$ cat src/rtl/serializer_lane_scheduler.sv
// Round-robin time-division scheduler feeding one 8:1 serializer lane.
// One word per WORD_CYCLES-clock slot, with periodic sync and idle fill.
module serializer_lane_scheduler #(
  parameter int          NUM_REQ       = 4,
  parameter int          WORD_CYCLES   = 8,
  parameter int          SYNC_INTERVAL = 4,
  parameter logic [7:0]  SYNC_WORD     = 8'hA5,
  parameter logic [7:0]  IDLE_WORD     = 8'h00
) (
  input  logic                       CLK,
  input  logic                       RESET,
  input  logic                       ENABLE,
  input  logic [NUM_REQ-1:0]         REQ_VALID,
  input  logic [NUM_REQ*8-1:0]       REQ_DATA,
  output logic [NUM_REQ-1:0]         REQ_READY,
  output logic [7:0]                 PAR_OUT,
  output logic                       WORD_STROBE,
  output logic                       SLOT_VALID,
  output logic [$clog2(NUM_REQ)-1:0] SLOT_OWNER,
  output logic                       SYNC_FLAG
);

  localparam int OW = $clog2(NUM_REQ);
  localparam int CW = $clog2(WORD_CYCLES);
  localparam int WW = (SYNC_INTERVAL > 0) ?
                      $clog2(SYNC_INTERVAL + 1) : 1;

  localparam logic [CW-1:0] CNT_LAST = CW'(WORD_CYCLES - 1);
  localparam logic [WW-1:0] WCNT_TOP = WW'(SYNC_INTERVAL);
  localparam logic [OW-1:0] RR_INIT  = OW'(NUM_REQ - 1);

  logic [CW-1:0] cnt;
  logic [WW-1:0] wcnt;
  logic [OW-1:0] rr_last;

  logic          decide;
  logic          sync_due;
  logic          found;
  logic          grant;
  logic [OW-1:0] win;
  logic [OW-1:0] idx;
  logic [7:0]    win_data;

  assign decide   = ENABLE && (cnt == CNT_LAST);
  assign sync_due = (SYNC_INTERVAL != 0) && (wcnt == WCNT_TOP);

  // Search starts just past the last winner so every requester gets a turn.
  always_comb begin
    found = 1'b0;
    win   = '0;
    idx   = '0;
    for (int off = 1; off <= NUM_REQ; off++) begin
      idx = OW'((int'(rr_last) + off) % NUM_REQ);
      if (!found && REQ_VALID[idx]) begin
        found = 1'b1;
        win   = idx;
      end
    end
  end

  assign grant    = decide && !sync_due && found;
  assign win_data = REQ_DATA[{win, 3'b000} +: 8];

  always_comb begin
    REQ_READY = '0;
    if (grant)
      REQ_READY[win] = 1'b1;
  end

  always_ff @(posedge CLK or posedge RESET) begin
    if (RESET) begin
      cnt         <= '0;
      wcnt        <= WCNT_TOP;
      rr_last     <= RR_INIT;
      PAR_OUT     <= IDLE_WORD;
      WORD_STROBE <= 1'b0;
      SLOT_VALID  <= 1'b0;
      SLOT_OWNER  <= '0;
      SYNC_FLAG   <= 1'b0;
    end else if (!ENABLE) begin
      cnt         <= '0;
      PAR_OUT     <= IDLE_WORD;
      WORD_STROBE <= 1'b0;
      SLOT_VALID  <= 1'b0;
      SYNC_FLAG   <= 1'b0;
    end else begin
      WORD_STROBE <= decide;
      cnt         <= decide ? '0 : cnt + CW'(1);
      if (decide) begin
        if (sync_due) begin
          PAR_OUT    <= SYNC_WORD;
          SYNC_FLAG  <= 1'b1;
          SLOT_VALID <= 1'b0;
          wcnt       <= '0;
        end else begin
          SYNC_FLAG <= 1'b0;
          // wcnt stays parked at 0 when sync insertion is off.
          if (SYNC_INTERVAL != 0)
            wcnt <= wcnt + WW'(1);
          if (found) begin
            PAR_OUT    <= win_data;
            SLOT_VALID <= 1'b1;
            SLOT_OWNER <= win;
            rr_last    <= win;
          end else begin
            PAR_OUT    <= IDLE_WORD;
            SLOT_VALID <= 1'b0;
          end
        end
      end
    end
  end

endmodule
$ cat config.mk
export PLATFORM = sky130hd
export DESIGN_NAME = serializer_lane_scheduler
export DESIGN_NICKNAME = d
export VERILOG_FILES = /design/src/rtl/serializer_lane_scheduler.sv
export SDC_FILE = /design/constraint.sdc
export NUM_CORES = 1
export LEC_CHECK = 0
export CORE_UTILIZATION = 50
export DETAILED_ROUTE_END_ITERATION = 8
export DONT_BUFFER_PORTS = 1
export SLEW_MARGIN = 40
export SYNTH_ARGS = -nofsm -noshare
export SYNTH_HDL_FRONTEND = slang
export SYNTH_SLANG_ARGS = --single-unit
$ cat constraint.sdc
create_clock -name CLK -period 1.95 [get_ports CLK]
set_clock_uncertainty 0.2 [all_clocks]
set_input_delay 0.195 -clock CLK [delete_from_list [all_inputs] [get_ports CLK]]
set_output_delay 0.195 -clock CLK [all_outputs]
set_load 0.05 [all_outputs]
Word level (Yosys, flattened, before mapping)
Index checks and enable logic that the tools add are counted.
- word-level logic and storage cells: 72
- flip-flop bits (word level): 21
- memories: 0
- bits in latches: 0
- bits in writable memories: 0
- memory bits (read-only): 0
- input bits: 39
- muxes and demuxes: 34
- reductions and logical operators: 13
- shift-type cells: 1
- $add $sub $neg: 6
- $lt $le $gt $ge: 6
- divide/modulo/power cells: 0
- bitwise gates (word level): 1
- equal/unequal tests: 3
- $mul: 0
- operators by type and width (operator ; number):
    $mux 8 ; 4
    $shiftx 32x6->8 ; 1
    $mux 1 ; 17
    $lt 2x3->1 const B ; 5
    $mux 3 ; 3
    $bmux 1 s2 ; 4
    $mux 2 ; 4
    $logic_and 1x1->1 ; 7
    $add 3x1->3 const B ; 2
    $eq 3x3->1 const B ; 2
    $add 2x1->2 const B ; 2
    $add 2x2->2 const B ; 2
    $logic_not 1->1 ; 4
    $mux 4 ; 1
    $reduce_and 4->1 ; 1
    $demux 1 s2 ; 1
    $ge 2x1->1 const B ; 1
    $ne 2x1->1 const B ; 1
    $reduce_and 2->1 ; 1
    $not 1->1 ; 1

Depth between registers and ports, before layout
Gate-level depths: netlist (run 1).
- word-level depth: 18
- gate-level depth with buffers: 7
- gate-level depth less buffers: 7

Worst setup path after synthesis (run 1)
No wires, ideal clock.
- path type: register -> output
- start point: reg cnt[0]
- end point: out REQ_READY[2]
- stages on the path, launching flop included: 8
- data required time: 1555 ps
- data arrival time: 1970 ps
- buffers on the path: 0
- slack: -415 ps
- path through: dfrtp_1 ha_1 ha_1 nand2_1 nor2_2 and2_1 nand2_1 nor2_1
- word-level cells in the longest chain between the ends: 5
- RTL lines (item ; line ; text):
    start, declared ; 32 ; logic [CW-1:0] cnt;
    start signal, assigned ; 88 ; cnt <= decide ? '0 : cnt + CW'(1);
    $eq 3x3->1 ; 44 ; assign decide = ENABLE && (cnt == CNT_LAST);
    $logic_and 1x1->1 ; 44 ;
    $logic_and 1x1->1 (2 in series) ; 61 ; assign grant = decide && !sync_due && found;
    $mux 4 ; 66 ; if (grant)
    end, declared ; 15 ; output logic [NUM_REQ-1:0] REQ_READY,
No other way between the ends.

Worst setup path in the final report (run 1)
- start point: reg rr_last[1]
- end point: out REQ_READY[0]
- word-level cells in the longest chain between the ends: 18
- elaborated cells between the ends (all ways): 33
- RTL lines (item ; line ; text):
    start, declared ; 34 ; logic [OW-1:0] rr_last;
    start signal, assigned ; 104 ; rr_last <= win;
    $add 2x1->2 ; 53 ; idx = OW'((int'(rr_last) + off) % NUM_REQ);
    $bmux 1 s2 ; 54 ; if (!found && REQ_VALID[idx]) begin
    $mux 1 (implied by the code) ; 54 ;
    $mux 1 ; 54 ;
    $logic_not 1->1 ; 54 ;
    $logic_and 1x1->1 ; 54 ;
    $mux 1 ; 54 ;
    $logic_not 1->1 ; 54 ;
    (+2 left out) ; -- ;
    $logic_not 1->1 ; 54 ;
    $logic_and 1x1->1 ; 54 ;
    $mux 2 ; 54 ;
    $lt 2x3->1 (implied by the code) or $ge 2x1->1 (tied branches) ; 67 ; REQ_READY[win] = 1'b1;
    $logic_and 1x1->1 (implied by the code) ; 67 ;
    $mux 1 (implied by the code) ; 67 ;
    $demux 1 s2 ; 67 ;
    $mux 4 (*) ; 66 ;
Mark *: on every way between the ends. The rest lies on a longest branch, timed or not. The select of a mux whose other input is x is not followed.

==> results of run 1 <==
-- layer usage --
metal	share of wire, %	vias up	wire length, µm	track usage [%]
li1	-	536	-	-
met1	35	598	1500	33.0
met2	54	82	2290	54.2
met3	8.2	14	349	5.95
met4	2.8	0	120	16.7
met5	0	-	0	0
-- logic make-up after synthesis --
logic type / synth area share (%)
flops: 43.9
buf+inv: 4.78
fa+ha+maj: 4.15
simple gates: 17.3
mux: 14.1
compound gates: 15.7
-- synth_stat cells --
library cell and number:
a21boi_2 1, a21oi_1 2, a31o_1 1, and2_1 3, and3_1 3, buf_12 1
buf_4 1, buf_6 1, dfrtp_1 18, dfstp_2 3, ha_1 4, inv_1 4
inv_2 1, mux2i_1 17, nand2_1 19, nand2b_1 2, nand3_1 1, nor2_1 7
nor2_2 1, nor2b_1 7, nor4_1 1, o21a_1 1, o21ai_0 7, o21ai_1 1
o21ai_4 1, o221ai_1 8, o22a_1 1, o22a_2 1, o22ai_1 1
-- final cells by class --
cell class | count | area [µm²]
clock buffers | 3 | 22.5
clock inverters | 1 | 7.51
fillers | 103 | 295
inverters | 5 | 18.8
multi-input cells | 90 | 724
flip-flops and latches | 21 | 529
well taps | 28 | 35.0
repair buffers | 56 | 601
-- tightest hold or removal path, cell delays in order --
cell     delay (ps)
o21ai_4          60
buf_12          130
nor2_1          160
a21oi_1          70
-- power breakdown --
part | internal (mW) | total (mW) | leakage [nW] | switching (mW)
Clock | 0.0781 | 0.223 | 0.0139 | 0.144
Combinational | 0.174 | 0.315 | 0.601 | 0.140
Sequential | 0.466 | 0.509 | 0.270 | 0.0424
Total | 0.719 | 1.05 | 0.885 | 0.327
-- timing repair --
item,CTS,global route
pin swaps,7,9
endpoints found under the hold margin,30,0
resized for setup,12,18
endpoints found under the setup margin,7,12
setup buffers,5,4
hold buffers,34,0
-- per-stage QoR --
step / setup TNS [ps] / instance area [µm²] / hold slack (ps)
2_1_floorplan: -99.5 / 1220 / -30.7
3_3_place_gp: 0 / 1390 / 59.1
3_5_place_dp: -22.1 / 1390 / 78.8
4_1_cts: -959 / 1840 / 29.0
5_1_grt: -2510 / 1940 / 65.6
6_report: -1890 / 1940 / 94.5
-- flip-flops by register name, indices dropped and copies added, names as in the netlist --
| signal | cells |
|---|---|
| SLOT_OWNER | 2 |
| cnt | 3 |
| wcnt | 3 |
| SYNC_FLAG | 1 |
| SLOT_VALID | 1 |
| PAR_OUT | 8 |
| rr_last | 2 |
| WORD_STROBE | 1 |
-- worst paths after layout --
kind / from / cells after the start / to / slack [ps]
worst max-delay path: rr_last[1]$_DFFE_PP1P_ / 6 / REQ_READY[0] / -280
worst min-delay path: REQ_VALID[0] / 4 / rr_last[0]$_DFFE_PP1P_ / 90
worst max register to register: rr_last[1]$_DFFE_PP1P_ / 8 / PAR_OUT[3]$_DFFE_PP0P_ / -190
worst min register to register: cnt[0]$_DFF_PP0_ / 1 / cnt[0]$_DFF_PP0_ / 250
max in group asynchronous: RESET / 2 / wcnt[2]$_DFFE_PP1P_ / 1070
min in group asynchronous: RESET / 2 / PAR_OUT[1]$_DFFE_PP0P_ / 140
==> results.toml, run 1 <==
[outcome]
status = "finished with violations"
violations = "negative setup slack"

[grt]
grt_max_degree = 22
grt-ovfl-total = 0
grt_pass1_wl_um = 5670
track_usage_pct = 30.2
grt_pass1_vias = 1267
grt_antenna_before_repair = 0

[placed_design]
placed_cells = 158
dp_slack_ps = -22.1
gp_congestion = 0.854
post-dp-hpwl_um = 2050
port_buffers = 0

[die]
die_area_um2 = 2610
io_pins = 56
core_um2 = 2230
start_util_pct = 53.9
row_count = 17
die_w_um = 51.1
die-height_um = 51.1

[clocking]
clk_pin_slew_ps = 130
clock_path_buffers = 2
root_buffer = "clkbuf_4"
h-tree-depth = 1
cts_buffers = 3
cts_sinks = 21
clkLatencyLatePin_ps = 310
cts_tree = "yes"

[setup_path]
critPathMaxStageDelay_ps = 610
cp_max_fo = 5
arrival_ps = 1840
path_buf_inv = 1
path_cells = "a21oi_1 > a31o_1 > o22ai_2 > nand2_2 > nor2_4 > buf_12"
endpoint_kind = "output port"
crit_slowest_cell = "dfstp_2"
required_ps = 1550
path_class = "reg2out"
start_kind = "register"
crit_family = "flip-flops"

[sta]
relSlewSlack_pct = 65.8
final_min_period_over_clock_period_pct = 115
grt_setup_unrepaired = "yes"
setup_ws_ps = -285
setup_viol = 12
final-hold-violation-count = 0
min_period_ps = 2230
fmax_ghz = 0.447
drv_slew = 0
tightestPinTransition_ps = 508

[power]
p_leak_nw = 0.885
peakVddDrop_mv = 0.461
finalPower_mw = 1.05
powerDensity_nw_per_um2 = 540

[drt]
viasPerCell = 6.03
drc_errors = 0
vias = 1230
dr.pass1.iters = 5
drt_iter0_drc = 53
wl_um = 4260
drtAntennaViolNets = 0
post_drt_wl_per_cell_um = 20.9

[logic_synthesis]
synth_top_area_cell = "dfrtp_1"
yosys_warnings = 0
yosys_register_bits = 21
yosys.area.top_type_share_pct = 37.4
ys_seq_area_share_pct = 43.9
netlist_area_um2 = 1200
synth_area_leaders = "dfrtp_1 (37%), mux2i_1 (14%), dfstp_2 (6.5%), nand2_1 (5.9%), o221ai_1 (5.8%)"
synth.net_count = 162
avgSynthCellArea_um2 = 10.1
synth_cell_types = 29
synth_cells = 119

[flow_run]
maxCapViolations = 0

[layout]
antenna_cells = 0
final_common_cell = "dlygate4sd3_1"
area_growth_syn_to_layout_pct = 60.9
stdcell_count = 204
final_cell_mix = "dlygate4sd3_1 (34), dfrtp_1 (18), nand2_1 (15)"
drive_gt1_share_pct = 30.7
nets = 220
fin_util_pct = 86.8

[hold_path]
min-delay-path-class = "in2reg"
(Power assumes the default switching activity.)
==> inputs of run 2 (changes only) <==
ABC_AREA = 1   (was unset)
ABC_CLOCK_PERIOD_IN_PS = 1950   (was unset)
==> run 2 against run 1 <==
  * The flow still finishes with violations (negative setup slack)
  * Sequential power decreased by 1%
  * Die area up 18%
  * Register-to-register slack got worse by 100 ps
  * Worst setup slack lost 360 ps
  * Combinational power grew to 3.5 times the previous value
  * Critical path depth up 7
  * Synthesized cell count increased by 84%
  * Critical path type unchanged
  * Fmax decreased by 14%
  * Highest routed layer unchanged
  * Power rose by 71%
  * Clock power down 11%
  * Global-route usage fell by 7.2 points
==> results.toml, run 2 <==
[drt]
viasPerCell = 5.11
met2_length_um = 1760
wl_met3_um = 185
wl_um = 3380
post_drt_wl_per_cell_um = 11.8
drc_errors = 0
drtAntennaViolNets = 0
top_layer = "met4"
drt_iter0_drc = 31
vias = 1467
dr.pass1.iters = 4
wl_met1_um = 1400

[sta]
tightestPinTransition_ps = 731
setup_viol = 16
drv_slew = 0
final-hold-violation-count = 0
min_period_ps = 2590
relSlewSlack_pct = 51.0
fmax_ghz = 0.386
fin_hold_ws_ps = 1.17
final_min_period_over_clock_period_pct = 133
grt_setup_unrepaired = "yes"
setup_ws_ps = -642

[logic_synthesis]
synth.most_common_cell = "nand2_1"
netlist_area_um2 = 1440
synth_cell_types = 22
yosys.area.top_type_share_pct = 31.6
ys_seq_area_share_pct = 36.9
yosys_register_bits = 21
synth_top_area_cell = "nand2_1"
synth_area_leaders = "nand2_1 (32%), dfrtp_1 (31%), nand3_1 (7.3%), dfstp_2 (5.5%), ha_1 (3.5%)"
ys.flop_type = "dfrtp_1"
synth_common_cells = "nand2_1 (121), nand3_1 (21), dfrtp_1 (18)"
synth_cells = 219
synth.net_count = 262
yosys_warnings = 0
avgSynthCellArea_um2 = 6.55
async_flop_share_pct = 100
synth-edff-count = 0

[placed_design]
gp_congestion = 0.844
placed_cell_area_um2 = 1780
port_buffers = 0
post-dp-hpwl_um = 2620

[power]
p_sw_share_pct = 43.0
p_leak_nw = 1.09
peakVddDrop_mv = 0.793
power_frac_seq_pct = 28.1
p_int_mw = 1.02
clkPwrFrac_pct = 11.1
combPwrFrac_pct = 60.8
switching_power_uw = 769
powerDensity_nw_per_um2 = 913

[die]
core_um2 = 2730
die_w_um = 55.6
die_area_um2 = 3090
row_count = 19
start_util_pct = 52.5
io_pins = 56
die-height_um = 55.6

[setup_path]
crit_slowest_cell = "dfstp_2"
endpoint = "REQ_READY[0]"
regToRegEndpoint = "PAR_OUT[4]$_DFFE_PP0P_"
required_ps = 1550
cp_max_fo = 6
arrival_ps = 2200
path_class = "reg2out"
cp-startpoint = "rr_last[0]$_DFFE_PP1P_"
endpoint_kind = "output port"
critPathMaxStageDelay_ps = 610
crit_top_cell = "nand2_2"
start_kind = "register"
reg2reg_depth = 17
r2r_start = "rr_last[0]$_DFFE_PP1P_"
rrSetupSlack_ps = -290
path_cells = "buf_6 > nand2_1 > nand2_2 > nand2_2 > nand2_2 > nand2_1 > nand2_2 > nor2_2 > nand2_4 > nand2_4 > buf_12 > nor3_4 > buf_12"

[grt]
grt_max_degree = 22
grt_pass1_wl_um = 5730
grt_antenna_before_repair = 0
grt_pass1_vias = 1414
grt-ovfl-total = 0
track_usage_pct = 23.0

[layout]
design_area_um2 = 1960
final_common_cell = "nand2_1"
final_cell_mix = "nand2_1 (104), buf_4 (23), nand2_2 (21), nand3_1 (21), dfrtp_1 (18)"
largestRegisters = "PAR_OUT x8, cnt x3, wcnt x3"
largest_reg_flops = 8
area_growth_syn_to_layout_pct = 36.5
top_register = "PAR_OUT"
drive_gt1_share_pct = 32.8
nets = 300
antenna_cells = 0
fin_util_pct = 71.7

[clocking]
clk_pin_slew_ps = 110
root_buffer = "clkbuf_4"
cts_buffers = 3
cts_sinks = 21
clock_path_buffers = 2
cts_tree = "yes"
clkLatencyLatePin_ps = 290
h-tree-depth = 1

[hold_path]
min-delay-path-class = "in2reg"

[outcome]
violations = "negative setup slack"
status = "finished with violations"

[flow_run]
maxCapViolations = 0
-- run 2: worst max-delay path: cells and delay by family (launching register included) --
kind                   cells  cell delay, ps
and+or+nand+nor           10             870
DFF                        1             610
buffers and inverters      3             420
-- run 2: cell type report --
type                            count  area, µm²
Multi-Input combinational cell    182        936
Inverter                           12       50.0
Clock buffer                        4       26.3
Fill cell                         219        774
Sequential cell                    21        529
Tap cell                           31       38.8
Timing Repair Buffer               37        379
-- run 2: worst min-delay path by stage --
| stage | startpoint | to | slack [ps] | cells past startpoint |
|---|---|---|---|---|
| 6_report | REQ_DATA[27] | PAR_OUT[3]$_DFFE_PP0P_ | 1 | 6 |
| 5_1_grt | REQ_DATA[27] | PAR_OUT[3]$_DFFE_PP0P_ | 30 | 6 |
| 2_1_floorplan | RESET | PAR_OUT[0]$_DFFE_PP0P_ | -30 | 1 |
| 3_5_place_dp | RESET | PAR_OUT[1]$_DFFE_PP0P_ | 70 | 1 |
| 3_3_place_gp | RESET | PAR_OUT[1]$_DFFE_PP0P_ | 40 | 1 |
| 4_1_cts | REQ_DATA[28] | PAR_OUT[4]$_DFFE_PP0P_ | 0.4 | 6 |
-- run 2: cell families (layout without fill, tap and decap cells) --
logic type | count (synthesis) | count (layout) | share of synthesized area, %
buffers and inverters | 16 | 53 | 5.32
AND/OR/NAND/NOR | 162 | 162 | 47.7
AO/OA/AOI/OAI | 16 | 16 | 6.63
flip-flops | 21 | 21 | 36.9
adder cells (fa/ha/maj) | 4 | 4 | 3.49
-- run 2: routing by layer --
metal / vias to the layer above / track usage [%]
met1: 654 / 27.1
met2: 38 / 41.8
met3: 6 / 5.81
met5: - / 0
li1: 769 / -
met4: 0 / 5.71
-- run 2: repair_timing --
action | 4_1_cts | 5_1_grt
buffers inserted | 4 | 2
endpoints found under the setup margin | 16 | 17
hold endpoints to repair | 23 | 0
pin swaps | 5 | 6
resized for setup | 16 | 13
hold buffers | 3 | 0
-- run 2: power by group through the flow --
stage | logic [mW] | clock network (mW) | registers [mW]
after floorplan | 0.675 | 0 | 0.508
after global placement | 0.954 | 0 | 0.510
after detailed placement | 0.986 | 0 | 0.512
after CTS | 1.04 | 0.204 | 0.502
after global routing | 1.21 | 0.225 | 0.507
final | 1.09 | 0.199 | 0.502
-- run 2: through the flow --
stage	TNS, ps	instances	worst slack [ps]	total power [mW]
final	-5110	287	-642	1.79
after global routing	-7560	287	-777	1.94
after CTS	-4730	285	-611	1.75
after detailed placement	-3880	274	-350	1.50
after global placement	-3140	274	-297	1.46
after floorplan	-2180	219	-360	1.18
==> inputs of run 3 (changes only) <==
--- a/config.mk
+++ b/config.mk
@@ -12,2 +12,3 @@
 export DONT_BUFFER_PORTS = 1
+export GPL_TIMING_DRIVEN = 0
 export SLEW_MARGIN = 40
==> constraint.sdc (replaced) <==
create_clock -name CLK -period 1.95 [get_ports CLK]
set_clock_uncertainty 0.2 [all_clocks]
set_input_delay 0.2925 -clock CLK [delete_from_list [all_inputs] [get_ports CLK]]
set_output_delay 0.2925 -clock CLK [all_outputs]
set_load 0.05 [all_outputs]
==> run 3 against run 2 <==
  * The run still ends with negative setup slack left
  * Via count decreased by 0.61%
  * Non-clock buffer count decreased by 14
  * Clock power increased by 7%
  * Register-to-register slack got worse by 50 ps
  * Critical path depth decreased by 2
  * Flip-flop and latch count unchanged
  * Fmax decreased by 7.8%
  * Global-route usage increased by 0.23 points
  * Final cell count decreased by 4.9%
  * Count of clock-buffer cells in the layout unchanged
  * Core utilization decreased by 5.4 points
  * Hold slack improved by 31 ps
  * Critical path type unchanged
==> results.toml, run 3 (synthesis results as in run 2) <==
[die]
die_area_um2 = 3090
core_um2 = 2730
start_util_pct = 52.5
io_pins = 56
die-height_um = 55.6
row_count = 19
die_w_um = 55.6

[sta]
grt_setup_unrepaired = "yes"
relSlewSlack_pct = 59.0
fmax_ghz = 0.356
final-hold-violation-count = 0
setup_viol = 16
tightestPinTransition_ps = 613
min_period_ps = 2810
final_min_period_over_clock_period_pct = 144
drv_slew = 0
setup_ws_ps = -860

[setup_path]
path_class = "reg2out"
cp_max_fo = 7
path_cells = "inv_4 > nand2_1 > nand2_1 > nand2_1 > nand2_2 > nor2_4 > nand2_2 > nor3_2 > a21oi_2 > buf_6 > nor3_4"
crit_slowest_cell = "dfstp_2"
critPathMaxStageDelay_ps = 610
crit_top_cell = "nand2_1"
start_kind = "register"
required_ps = 1460
regToRegEndpoint = "PAR_OUT[5]$_DFFE_PP0P_"
reg2reg_depth = 18
endpoint_kind = "output port"
rrSetupSlack_ps = -340
arrival_ps = 2320
r2r_start = "rr_last[1]$_DFFE_PP1P_"

[drt]
drtAntennaViolNets = 0
post_drt_wl_per_cell_um = 12.5
drt_iter0_drc = 55
wl_um = 3400
vias = 1458
drc_errors = 0
viasPerCell = 5.34
dr.pass1.iters = 4

[grt]
grt_max_degree = 22
grt_pass1_wl_um = 5640
grt-ovfl-total = 0
grt_antenna_before_repair = 0
track_usage_pct = 23.3
grt_pass1_vias = 1387

[power]
p_leak_nw = 1.02
peakVddDrop_mv = 0.817
powerDensity_nw_per_um2 = 972

[hold_path]
hold_depth = 3
hold_end = "cnt[2]$_DFF_PP0_"
hp-start = "ENABLE"
min-delay-path-class = "in2reg"

[clocking]
cts_buffers = 3
clock_path_buffers = 2
h-tree-depth = 1
cts_sinks = 21
clkLatencyLatePin_ps = 320
root_buffer = "clkbuf_4"
clk_pin_slew_ps = 110
cts_tree = "yes"

[layout]
nets = 286
final_cell_mix = "nand2_1 (108), nand3_1 (20), dfrtp_1 (18)"
design_area_um2 = 1810
largestRegisters = "PAR_OUT x8, cnt x3, wcnt x3"
final_common_cell = "nand2_1"
drive_gt1_share_pct = 28.1
n_fill_cell = 253
area_growth_syn_to_layout_pct = 26.3
multi_input_area_um2 = 956
top_register = "PAR_OUT"
regArea_um2 = 529
antenna_cells = 0
largest_reg_flops = 8

[outcome]
status = "finished with violations"
violations = "negative setup slack"

[placed_design]
post-dp-hpwl_um = 2470
port_buffers = 0
dp_slack_ps = -680
gp_congestion = 0.814
placed_cell_area_um2 = 1530

[flow_run]
maxCapViolations = 0
run 3: cell count changes in the layout (fill, tap and decap cells not counted), moves of 2 or more:
cell,previous run,this run
buf_4,23,14
buf_12,6,1
nand2_2,21,17
nand2_1,104,108
nand3_4,0,2
run 3: worst max-delay path, delay by kind of cell (launching register included):
kind | cells | cell delay (ps)
simple gates | 8 | 1130
flops | 1 | 610
buf+inv | 2 | 200
compound gates | 1 | 60
run 3: metal layers:
metal / global-route usage [%] / up-vias / routed length (µm) / part of all wire, %
met5: 0 / - / 0 / 0
li1: - / 738 / - / -
met2: 43.0 / 41 / 1790 / 53
met4: 8.21 / 0 / 37 / 1.1
met3: 6.28 / 4 / 188 / 5.5
met1: 25.3 / 675 / 1390 / 41
run 3: power breakdown:
part           total (mW)  leakage, nW  internal [mW]  switching [mW]
Sequential          0.501        0.271          0.467          0.0344
Combinational        1.05        0.737          0.435           0.614
Clock               0.213       0.0150         0.0802           0.133
Total                1.76         1.02          0.982           0.781
run 3: area by class of cell:
type | instances | area share [%]
timing repair buffer | 19 | 9.25
buffer | 4 | 2.35
tap | 31 | 2.14
sequential | 21 | 29.2
multi-input combinational | 182 | 52.7
inverter | 12 | 2.90
clock buffer | 4 | 1.45
run 3: worst max path at each step:
stage | slack (ps) | depth (start not counted) | startpoint | endpoint
after detailed placement | -680 | 10 | rr_last[1]$_DFFE_PP1P_ | REQ_READY[1]
after floorplan | -460 | 11 | rr_last[0]$_DFFE_PP1P_ | REQ_READY[0]
final | -860 | 11 | rr_last[1]$_DFFE_PP1P_ | REQ_READY[0]
after CTS | -840 | 11 | rr_last[0]$_DFFE_PP1P_ | REQ_READY[0]
after global routing | -970 | 11 | rr_last[0]$_DFFE_PP1P_ | REQ_READY[0]
after global placement | -680 | 10 | rr_last[1]$_DFFE_PP1P_ | REQ_READY[1]
run 3: per-stage QoR:
step	util (%)	hold WS [ps]	TNS, ps	cells	power, mW
finish	66.3	32.4	-6260	273	1.76
global route	66.3	57.4	-8600	273	1.91
CTS	65.4	36.8	-6110	273	1.72
detailed placement	55.9	166	-5900	250	1.31
global placement	55.9	144	-5610	250	1.29
floorplan	-	66.8	-2570	219	1.18
run 3: what timing repair did:
action,in CTS,in global routing
gates resized for setup,20,10
hold buffers,2,0
pin swaps,12,7
endpoints found under the setup margin,16,17
buffers inserted,17,0
cloned,0,0
hold endpoints to repair,21,0
